===== config.mk =====
export PLATFORM = sky130hd
export DESIGN_NAME = mod8_run_sched_flat
export DESIGN_NICKNAME = d
export VERILOG_FILES = /design/src/rtl/mod8_run_sched_pkg.sv /design/src/rtl/mod8_run_sched_if.sv /design/src/rtl/mod8_run_sched_ctr.sv /design/src/rtl/mod8_run_sched.sv /design/src/flat_wrapper.sv
export SDC_FILE = /design/constraint.sdc
export NUM_CORES = 1
export LEC_CHECK = 0
export ABC_AREA = 1
export CAP_MARGIN = 10
export CORE_MARGIN = 8
export CORE_UTILIZATION = 47
export CTS_BUF_LIST = sky130_fd_sc_hd__clkbuf_16
export DETAILED_ROUTE_END_ITERATION = 10
export PLACE_DENSITY = 0.76
export SYNTH_ARGS = -nofsm -noshare
export SYNTH_HDL_FRONTEND = slang
export SYNTH_SLANG_ARGS = --single-unit

===== constraint.sdc =====
create_clock -name clk -period 1.6 [get_ports clk]
set_clock_uncertainty 0.15 [all_clocks]
set_input_delay 0.16 -clock clk [delete_from_list [all_inputs] [get_ports clk]]
set_output_delay 0.16 -clock clk [all_outputs]
set_load 0.01 [all_outputs]

===== src/rtl/mod8_run_sched_pkg.sv =====
// rtl/mod8_run_sched_pkg.sv - shared types, defaults and round-robin pick for mod8_run_sched
// Contents:
//   state_t   : scheduler FSM states (ST_IDLE, ST_RUN, ST_DONE)
//   DEF_NREQ  : default number of requesters
//   DEF_CW    : default counter width
//   rr_pick() : first set request bit searched cyclically from last+1
package mod8_run_sched_pkg;

  localparam int DEF_NREQ = 2;
  localparam int DEF_CW   = 3;

  typedef enum logic [1:0] {
    ST_IDLE = 2'd0,
    ST_RUN  = 2'd1,
    ST_DONE = 2'd2
  } state_t;

  // Walks the n requesters starting just after 'last' and wrapping at n-1.
  // Returns 'last' when no bit is set; callers only use it when |req.
  function automatic logic [2:0] rr_pick(input logic [7:0] req,
                                         input logic [2:0] last,
                                         input int         n);
    logic [2:0] idx;
    logic [2:0] pick;
    logic       found;
    idx   = last;
    pick  = last;
    found = 1'b0;
    for (int k = 1; k <= 8; k++) begin
      idx = (idx == 3'(n - 1)) ? 3'd0 : idx + 3'd1;
      if (k <= n && !found && req[idx]) begin
        pick  = idx;
        found = 1'b1;
      end
    end
    return pick;
  endfunction

endpackage


===== src/rtl/mod8_run_sched_if.sv =====
// rtl/mod8_run_sched_if.sv - requester/scheduler bundle for mod8_run_sched
// Signals:
//   req   : per-requester request level (master -> slave)
//   tgt   : packed per-requester terminal count, slice i at [i*CW +: CW]
//   pause : run freeze, only with MOD8_RUN_SCHED_PAUSE_EN defined
//   gnt   : one-hot grant (slave -> master)
//   busy  : run occupancy flag
//   count : shared counter value
//   done  : one-cycle completion pulse to the granted requester
// Modports: master = requester side, slave = scheduler side.
interface mod8_run_sched_if #(
  parameter int NREQ = 2,
  parameter int CW   = 3
);
  logic [NREQ-1:0]    req;
  logic [NREQ*CW-1:0] tgt;
`ifdef MOD8_RUN_SCHED_PAUSE_EN
  logic               pause;
`endif
  logic [NREQ-1:0]    gnt;
  logic               busy;
  logic [CW-1:0]      count;
  logic [NREQ-1:0]    done;

`ifdef MOD8_RUN_SCHED_PAUSE_EN
  modport master (output req, tgt, pause, input gnt, busy, count, done);
  modport slave  (input req, tgt, pause, output gnt, busy, count, done);
`else
  modport master (output req, tgt, input gnt, busy, count, done);
  modport slave  (input req, tgt, output gnt, busy, count, done);
`endif
endinterface


===== src/rtl/mod8_run_sched_ctr.sv =====
// rtl/mod8_run_sched_ctr.sv - CW-bit run counter with clear and enable
// Ports:
//   clk   : rising-edge clock
//   rst   : synchronous active-low reset
//   clr   : synchronous clear to 0 (priority over en)
//   en    : increment by one
//   count : current value
module mod8_run_ctr #(
  parameter int CW = 3
) (
  input  logic          clk,
  input  logic          rst,
  input  logic          clr,
  input  logic          en,
  output logic [CW-1:0] count
);

  always_ff @(posedge clk) begin
    if (!rst) begin
      count <= '0;
    end else if (clr) begin
      count <= '0;
    end else if (en) begin
      count <= count + 1'b1;
    end
  end

endmodule


===== src/rtl/mod8_run_sched.sv =====
// rtl/mod8_run_sched.sv - round-robin scheduler sharing one run counter
// Ports:
//   clk : rising-edge clock
//   rst : synchronous active-low reset
//   bus : mod8_run_sched_if.slave (req, tgt, [pause], gnt, busy, count, done)
// Config macro: MOD8_RUN_SCHED_PAUSE_EN adds the pause input that freezes RUN.
module mod8_run_sched
  import mod8_run_sched_pkg::*;
#(
  parameter int NREQ = DEF_NREQ,
  parameter int CW   = DEF_CW
) (
  input  logic                 clk,
  input  logic                 rst,
  mod8_run_sched_if.slave      bus
);

  state_t          state, state_n;
  logic [CW-1:0]   tgt_q;
  logic [2:0]      last_ptr;
  logic [2:0]      win;
  logic [NREQ-1:0] gnt_q;
  logic [NREQ-1:0] done_q;
  logic            ctr_clr;
  logic            ctr_en;
  logic            grant_go;
  logic            hold;

`ifdef MOD8_RUN_SCHED_PAUSE_EN
  assign hold = bus.pause;
`else
  assign hold = 1'b0;
`endif

  assign win = rr_pick(8'(bus.req), last_ptr, NREQ);

  always_comb begin
    state_n  = state;
    ctr_clr  = 1'b0;
    ctr_en   = 1'b0;
    grant_go = 1'b0;
    case (state)
      ST_IDLE: begin
        if (|bus.req) begin
          state_n  = ST_RUN;
          ctr_clr  = 1'b1;
          grant_go = 1'b1;
        end
      end
      ST_RUN: begin
        // A held cycle neither counts nor checks the terminal value.
        if (!hold) begin
          if (bus.count == tgt_q) state_n = ST_DONE;
          else                    ctr_en  = 1'b1;
        end
      end
      ST_DONE: begin
        // Count stays at tgt_q during DONE and returns to 0 on entering IDLE.
        state_n = ST_IDLE;
        ctr_clr = 1'b1;
      end
      default: state_n = ST_IDLE;
    endcase
  end

  always_ff @(posedge clk) begin
    if (!rst) begin
      state    <= ST_IDLE;
      gnt_q    <= '0;
      done_q   <= '0;
      tgt_q    <= '0;
      last_ptr <= 3'(NREQ - 1);
    end else begin
      state  <= state_n;
      done_q <= (state == ST_RUN && state_n == ST_DONE) ? gnt_q : '0;
      if (grant_go) begin
        gnt_q    <= {{(NREQ-1){1'b0}}, 1'b1} << win;
        tgt_q    <= bus.tgt[win*CW +: CW];
        last_ptr <= win;
      end else if (state == ST_DONE) begin
        gnt_q <= '0;
      end
    end
  end

  mod8_run_ctr #(.CW(CW)) u_ctr (
    .clk   (clk),
    .rst   (rst),
    .clr   (ctr_clr),
    .en    (ctr_en),
    .count (bus.count)
  );

  assign bus.gnt  = gnt_q;
  assign bus.done = done_q;
  assign bus.busy = (state != ST_IDLE);

endmodule

===== src/flat_wrapper.sv =====
// flat-port wrapper written by rule: the top's interface ports become plain ports
module mod8_run_sched_flat import mod8_run_sched_pkg::*;
#(
  parameter int NREQ = DEF_NREQ,
  parameter int CW   = DEF_CW
)
  (clk, rst, bus_req, bus_tgt, bus_gnt, bus_busy, bus_count, bus_done);
  mod8_run_sched_if #(.NREQ(NREQ), .CW(CW)) bus_i ();
  input  logic clk;
  input  logic rst;
  input wire logic [$bits(bus_i.req)-1:0] bus_req;
  input wire logic [$bits(bus_i.tgt)-1:0] bus_tgt;
  output wire logic [$bits(bus_i.gnt)-1:0] bus_gnt;
  output wire logic [$bits(bus_i.busy)-1:0] bus_busy;
  output wire logic [$bits(bus_i.count)-1:0] bus_count;
  output wire logic [$bits(bus_i.done)-1:0] bus_done;
  assign bus_i.req = bus_req;
  assign bus_i.tgt = bus_tgt;
  assign bus_gnt = bus_i.gnt;
  assign bus_busy = bus_i.busy;
  assign bus_count = bus_i.count;
  assign bus_done = bus_i.done;
  mod8_run_sched #(.NREQ(NREQ), .CW(CW)) u_core (.clk(clk), .rst(rst), .bus(bus_i));
endmodule

# After elaboration in Yosys (flattened, before gate mapping)
# Index checks and enable logic that the tools add are counted.
# W data, S select, Z words.
# classes
bitwise	1
n_lt_le_gt_ge	2
div	0
addsub	3
n_mul	1
n_mux	19
shifts	2
eq_ne	6
n_reduce_logical	9
# op_table
cell	n
$mux W3	4
$add A3 B1 Y3 const B	3
$lt A3 B4 Y1 const B	2
$mux W2	4
$mux W1	7
$bmux W1 S3	2
$eq A3 B1 Y1 const B	2
$shiftx A6 B6 Y3	1
$mul A3 B2 Y5 const B	1
$eq A2 B2 Y1 const B	2
$pmux W2 S2	1
$reduce_bool A2 Y1	2
$reduce_or A2 Y1	2
$eq A3 B3 Y1	1
$shl A1 B3 Y2 const A	1
$eq A2 B1 Y1 const B	1
$logic_and A1 B1 Y1	2
$logic_not A2 Y1	1
$pmux W1 S2	1
$reduce_and A2 Y1	1
$logic_not A1 Y1	1
$not A1 Y1	1
# word_totals
output_inout_bits	8
ram_bits	0
in_bits	10
word_cells	49
memories	0
romBits	0
reg_bits	15
latchBits	0

# Logic depth before layout (Yosys ltp)
# Gate-level depths: netlist of run 1.
# logic_depth
depth_word	10
mapped_depth	10
mapped_depth_nobuf	10

# Hierarchy
# From an unflattened synthesis of run 1, not the netlist that was laid out.
# unflattened
hier_cells	117
hier_area_um2	775.7
# modules_own_cells
mod	cells_per_inst	instances	seq_area_each_um2	area_per_inst_um2
mod8_run_sched	97	1	240.2	635.6
mod8_run_ctr	20	1	60.1	140.1

# Worst setup path before layout of run 1
# Ideal clock, no wire load.
# synth_path
path_type	reg2reg
start	register u_core.state[0]
end	register u_core.tgt_q[1]
stages_incl_launch_ff	8
arrival_time_ns	1.066
path_slack_ns	0.318
setup_time_ns	0.066
required_time_ns	1.384
path_cell_list	dfxtp_1 > inv_1 > nand2_1 > nor2_2 > nand2_1 > nor2_1 > nand2_1 > a21oi_2
# synth_via
elab_chain_cells	2
# synth_lines
item	line	text
start, declared	mod8_run_sched.sv:18	state_t state, state_n;
start signal, assigned	mod8_run_sched.sv:74	state <= state_n;
$logic_not A2 Y1	mod8_run_sched.sv:42	case (state)
$mux W1	mod8_run_sched.sv:42	
end signal, assigned	mod8_run_sched.sv:78	tgt_q <= bus.tgt[win*CW +: CW];
end, declared	mod8_run_sched.sv:19	logic [CW-1:0] tgt_q;
# Every way passes these cells.
# A chain may end at the register's enable or synchronous reset.

# Worst setup path after layout of run 1
# layout_path
start	register u_core.u_ctr.count[1]
end	output port bus_count[1]
# layout_lines
item	line	text
start, declared	mod8_run_sched_ctr.sv:15	output logic [CW-1:0] count
start signal, assigned	mod8_run_sched_ctr.sv:24	count <= count + 1'b1;
end, declared	flat_wrapper.sv:15	output wire logic [$bits(bus_i.count)-1:0] bus_count;
# No word-level cell between the ends.

==> results of run 1 <==
worst max path at each step:
| stage | startpoint | endpoint | slack, ns | depth (start not counted) |
|---|---|---|---|---|
| floorplan | u_core.state[0] | u_core.tgt_q[1] | 0.32 | 7 |
| global placement | bus_req[1] | u_core.bus.gnt[1] | -0.03 | 9 |
| detailed placement | bus_req[1] | u_core.tgt_q[0] | -0.06 | 8 |
| CTS | u_core.u_ctr.count[0] | bus_count[0] | 0.05 | 1 |
| global route | u_core.last_ptr[0] | u_core.bus.gnt[0] | 0.002 | 9 |
| finish | u_core.u_ctr.count[1] | bus_count[1] | 0.09 | 1 |
area by class of cell:
type                       instances  area, sq um
clock buffer                       3         75.1
multi-input combinational         83          398
timing repair buffer              20          194
sequential                        15          303
inverter                          19         71.3
clock inverter                     1         3.75
tap                               16         20.0
fill                             136          459
metrics by stage:
stage | instance area (sq um) | cells | hold slack, ns | setup slack [ns]
finish | 1060 | 157 | 0.300 | 0.0863
floorplan | 769 | 117 | 0.109 | 0.318
global route | 1060 | 157 | 0.335 | 0.00244
CTS | 1060 | 157 | 0.305 | 0.0453
detailed placement | 982 | 153 | 0.296 | -0.0593
global placement | 982 | 153 | 0.289 | -0.0272
cell families after synthesis:
group           share of synthesized area [%]
compound gates                           8.29
flops                                    39.0
xor+xnor                                 5.69
simple gates                             36.1
buf+inv                                  9.27
fa+ha+maj                                1.63
report_power, final:
part | total (mW) | switching, mW | internal, mW
logic | 0.310 | 0.179 | 0.130
registers | 0.437 | 0.0275 | 0.410
clock network | 0.477 | 0.147 | 0.331
total | 1.22 | 0.353 | 0.871
timing repair:
| item | in CTS | in global routing |
|---|---|---|
| setup endpoints to repair | 1 | 5 |
| cloned | 0 | 0 |
| resized for setup | 1 | 3 |
sequential cells by signal, summed over array words and instances (netlist names):
register,count
u_core.bus.done,2
u_core.bus.gnt,2
u_core.u_ctr.count,3
u_core.state,2
u_core.last_ptr,3
u_core.tgt_q,3
Yosys cell counts:
| master | number | area, sq um |
|---|---|---|
| a21oi_2 | 1 | 8.76 |
| and3_1 | 1 | 6.26 |
| o21ai_0 | 2 | 10.0 |
| a21oi_1 | 3 | 15.0 |
| nand2_1 | 31 | 116 |
| nand3_1 | 13 | 65.1 |
| o211ai_1 | 2 | 15.0 |
| nor2_1 | 19 | 71.3 |
| o21a_1 | 1 | 7.51 |
| dfxtp_1 | 15 | 300 |
| xor2_1 | 2 | 17.5 |
| inv_1 | 18 | 67.6 |
| ha_1 | 1 | 12.5 |
| nor2_2 | 1 | 6.26 |
| nand2_2 | 2 | 12.5 |
| inv_2 | 1 | 3.75 |
| a211oi_1 | 1 | 7.51 |
| xnor2_1 | 3 | 26.3 |
layer usage:
metal | GRT usage (%) | part of all wire, %
met5 | 0 | 0
met4 | 2.41 | 0
met3 | 5.62 | 4.7
met2 | 21.0 | 50
met1 | 13.8 | 46
layout by cell type (no fill, tap or decap), types with 3 or more instances in the layout:
cell	Yosys	routed
nand2_1	31	31
nor2_1	19	19
a21oi_1	3	3
clkbuf_16	0	3
xnor2_1	3	3
buf_4	0	3
dfxtp_1	15	13
clkdlybuf4s50_1	0	15
inv_1	18	19
nand3_1	13	13
==> flow_metrics.py, run 1 <==
metrics = {
    "setup_path": {
        "cp_max_fo": 4,
        "path_class": "flip-flop to output pin",
        "worstPathRequired_ns": 1.29,
        "critPathTopFamily": "buffers and inverters",
        "start_kind": "flip-flop",
        "cp.arrival_ns": 1.20,
        "worst_r2r_path_depth": 9,
        "ff2ff_setup_slack_ns": 0.13,
        "critPathSlowestCell": "clkdlybuf4s50_1",
        "r2r-start": "u_core.last_ptr[0]",
        "cp-end-kind": "output pin",
        "critPathBufInv": 1,
        "worst_path_largest_cell_delay_ns": 0.57,
        "path_cells": "clkdlybuf4s50_1",
        "worst_r2r_endpoint": "u_core.bus.gnt[0]",
    },
    "floorplanning": {
        "start_util_pct": 50.5,
        "die_y_um": 56.5,
        "fp.dieArea_sq_mm": 0.00319,
        "io_pins": 18,
        "fp.dieW_um": 56.5,
        "rows": 14,
        "core_area_sq_mm": 0.00152,
    },
    "logic_synthesis": {
        "synth.ff_latch_count": 15,
        "yosysWarnings": 0,
        "synth_fp_nets": 128,
        "synth_cell_types": 18,
        "ys_seq_area_share_pct": 39.0,
        "syn_avg_cell_area_sq_um": 6.58,
        "syn-cell-area_sq_um": 769,
        "syn-instance-count": 117,
    },
    "cts": {
        "clock-sinks": 15,
        "ctsHtreeMaxLevel": 1,
        "postCtsSetupRepairBufs": 0,
        "cts_tree": "yes",
        "cts_buffers": 3,
        "cts_hold_buf": 0,
        "cts.path.max_buffers": 2,
        "clock_insertion_delay_worst_skew_ns": 0.24,
        "cts_root_buf": "clkbuf_16",
        "path_clk_slew_ns": 0.05,
    },
    "drt": {
        "drcViolationCount": 0,
        "ant_nets": 0,
        "first_pass_iters": 4,
        "num_vias": 797,
        "first_iter_violations": 19,
        "drt-wirelength-per-cell_um": 12.1,
        "wl_mm": 1.89,
        "vias_per_cell": 5.08,
    },
    "timing": {
        "fin_crit_ns": 1.51,
        "finalSetupTns_ns": 0,
        "finalCritPeriodShare_pct": 94.6,
        "final-hold-violation-count": 0,
        "fmax_ghz": 0.661,
        "worst_pin_slew_ns": 0.278,
        "rsz0062_at_grt": "false",
        "drv_slew": 0,
        "slew_headroom_pct": 81.4,
        "finalSetupViolations": 0,
    },
    "power_and_ir_drop": {
        "vdd.ir_drop.worst_uv": 1010,
        "total_leakage_power_nw": 0.527,
        "report.power.total_mw": 1.22,
        "p_per_area_mw_per_mm2": 1150,
    },
    "grt": {
        "grt_antenna_before_repair": 0,
        "grt_pass1_wl_mm": 3.31,
        "grt.total_usage_pct": 12.4,
        "grt_max_degree": 9,
        "grt_overflow_total": 0,
        "grt_pass1_vias": 767,
    },
    "finish": {
        "syn2layout_area_growth_pct": 38.4,
        "fin_util_pct": 69.9,
        "drive_above_1_share_pct": 9.22,
        "fin_nets": 153,
        "n_antenna_cell": 0,
    },
    "hold_path": {
        "hp-start": "u_core.bus.gnt[1]",
        "whs_path_depth": 2,
        "hold_class": "flip-flop to flip-flop",
        "holdPathEnd": "u_core.bus.done[1]",
    },
    "placed_design": {
        "place_congestion": 0.831,
        "dp_hpwl_mm": 1.46,
        "io_buffers": 17,
    },
    "flow_run": {
        "maxCapViolCount": 0,
    },
    "outcome": {
        "run_status": "complete, no violations",
    },
}
Note: power is estimated with default switching activity, not from simulation.
==> run 2: changes to the inputs <==
- SKIP_LAST_GASP: not set -> 1
==> results of run 2 <==
Same layout as run 1: the final DEF is identical, and so are final timing and power.
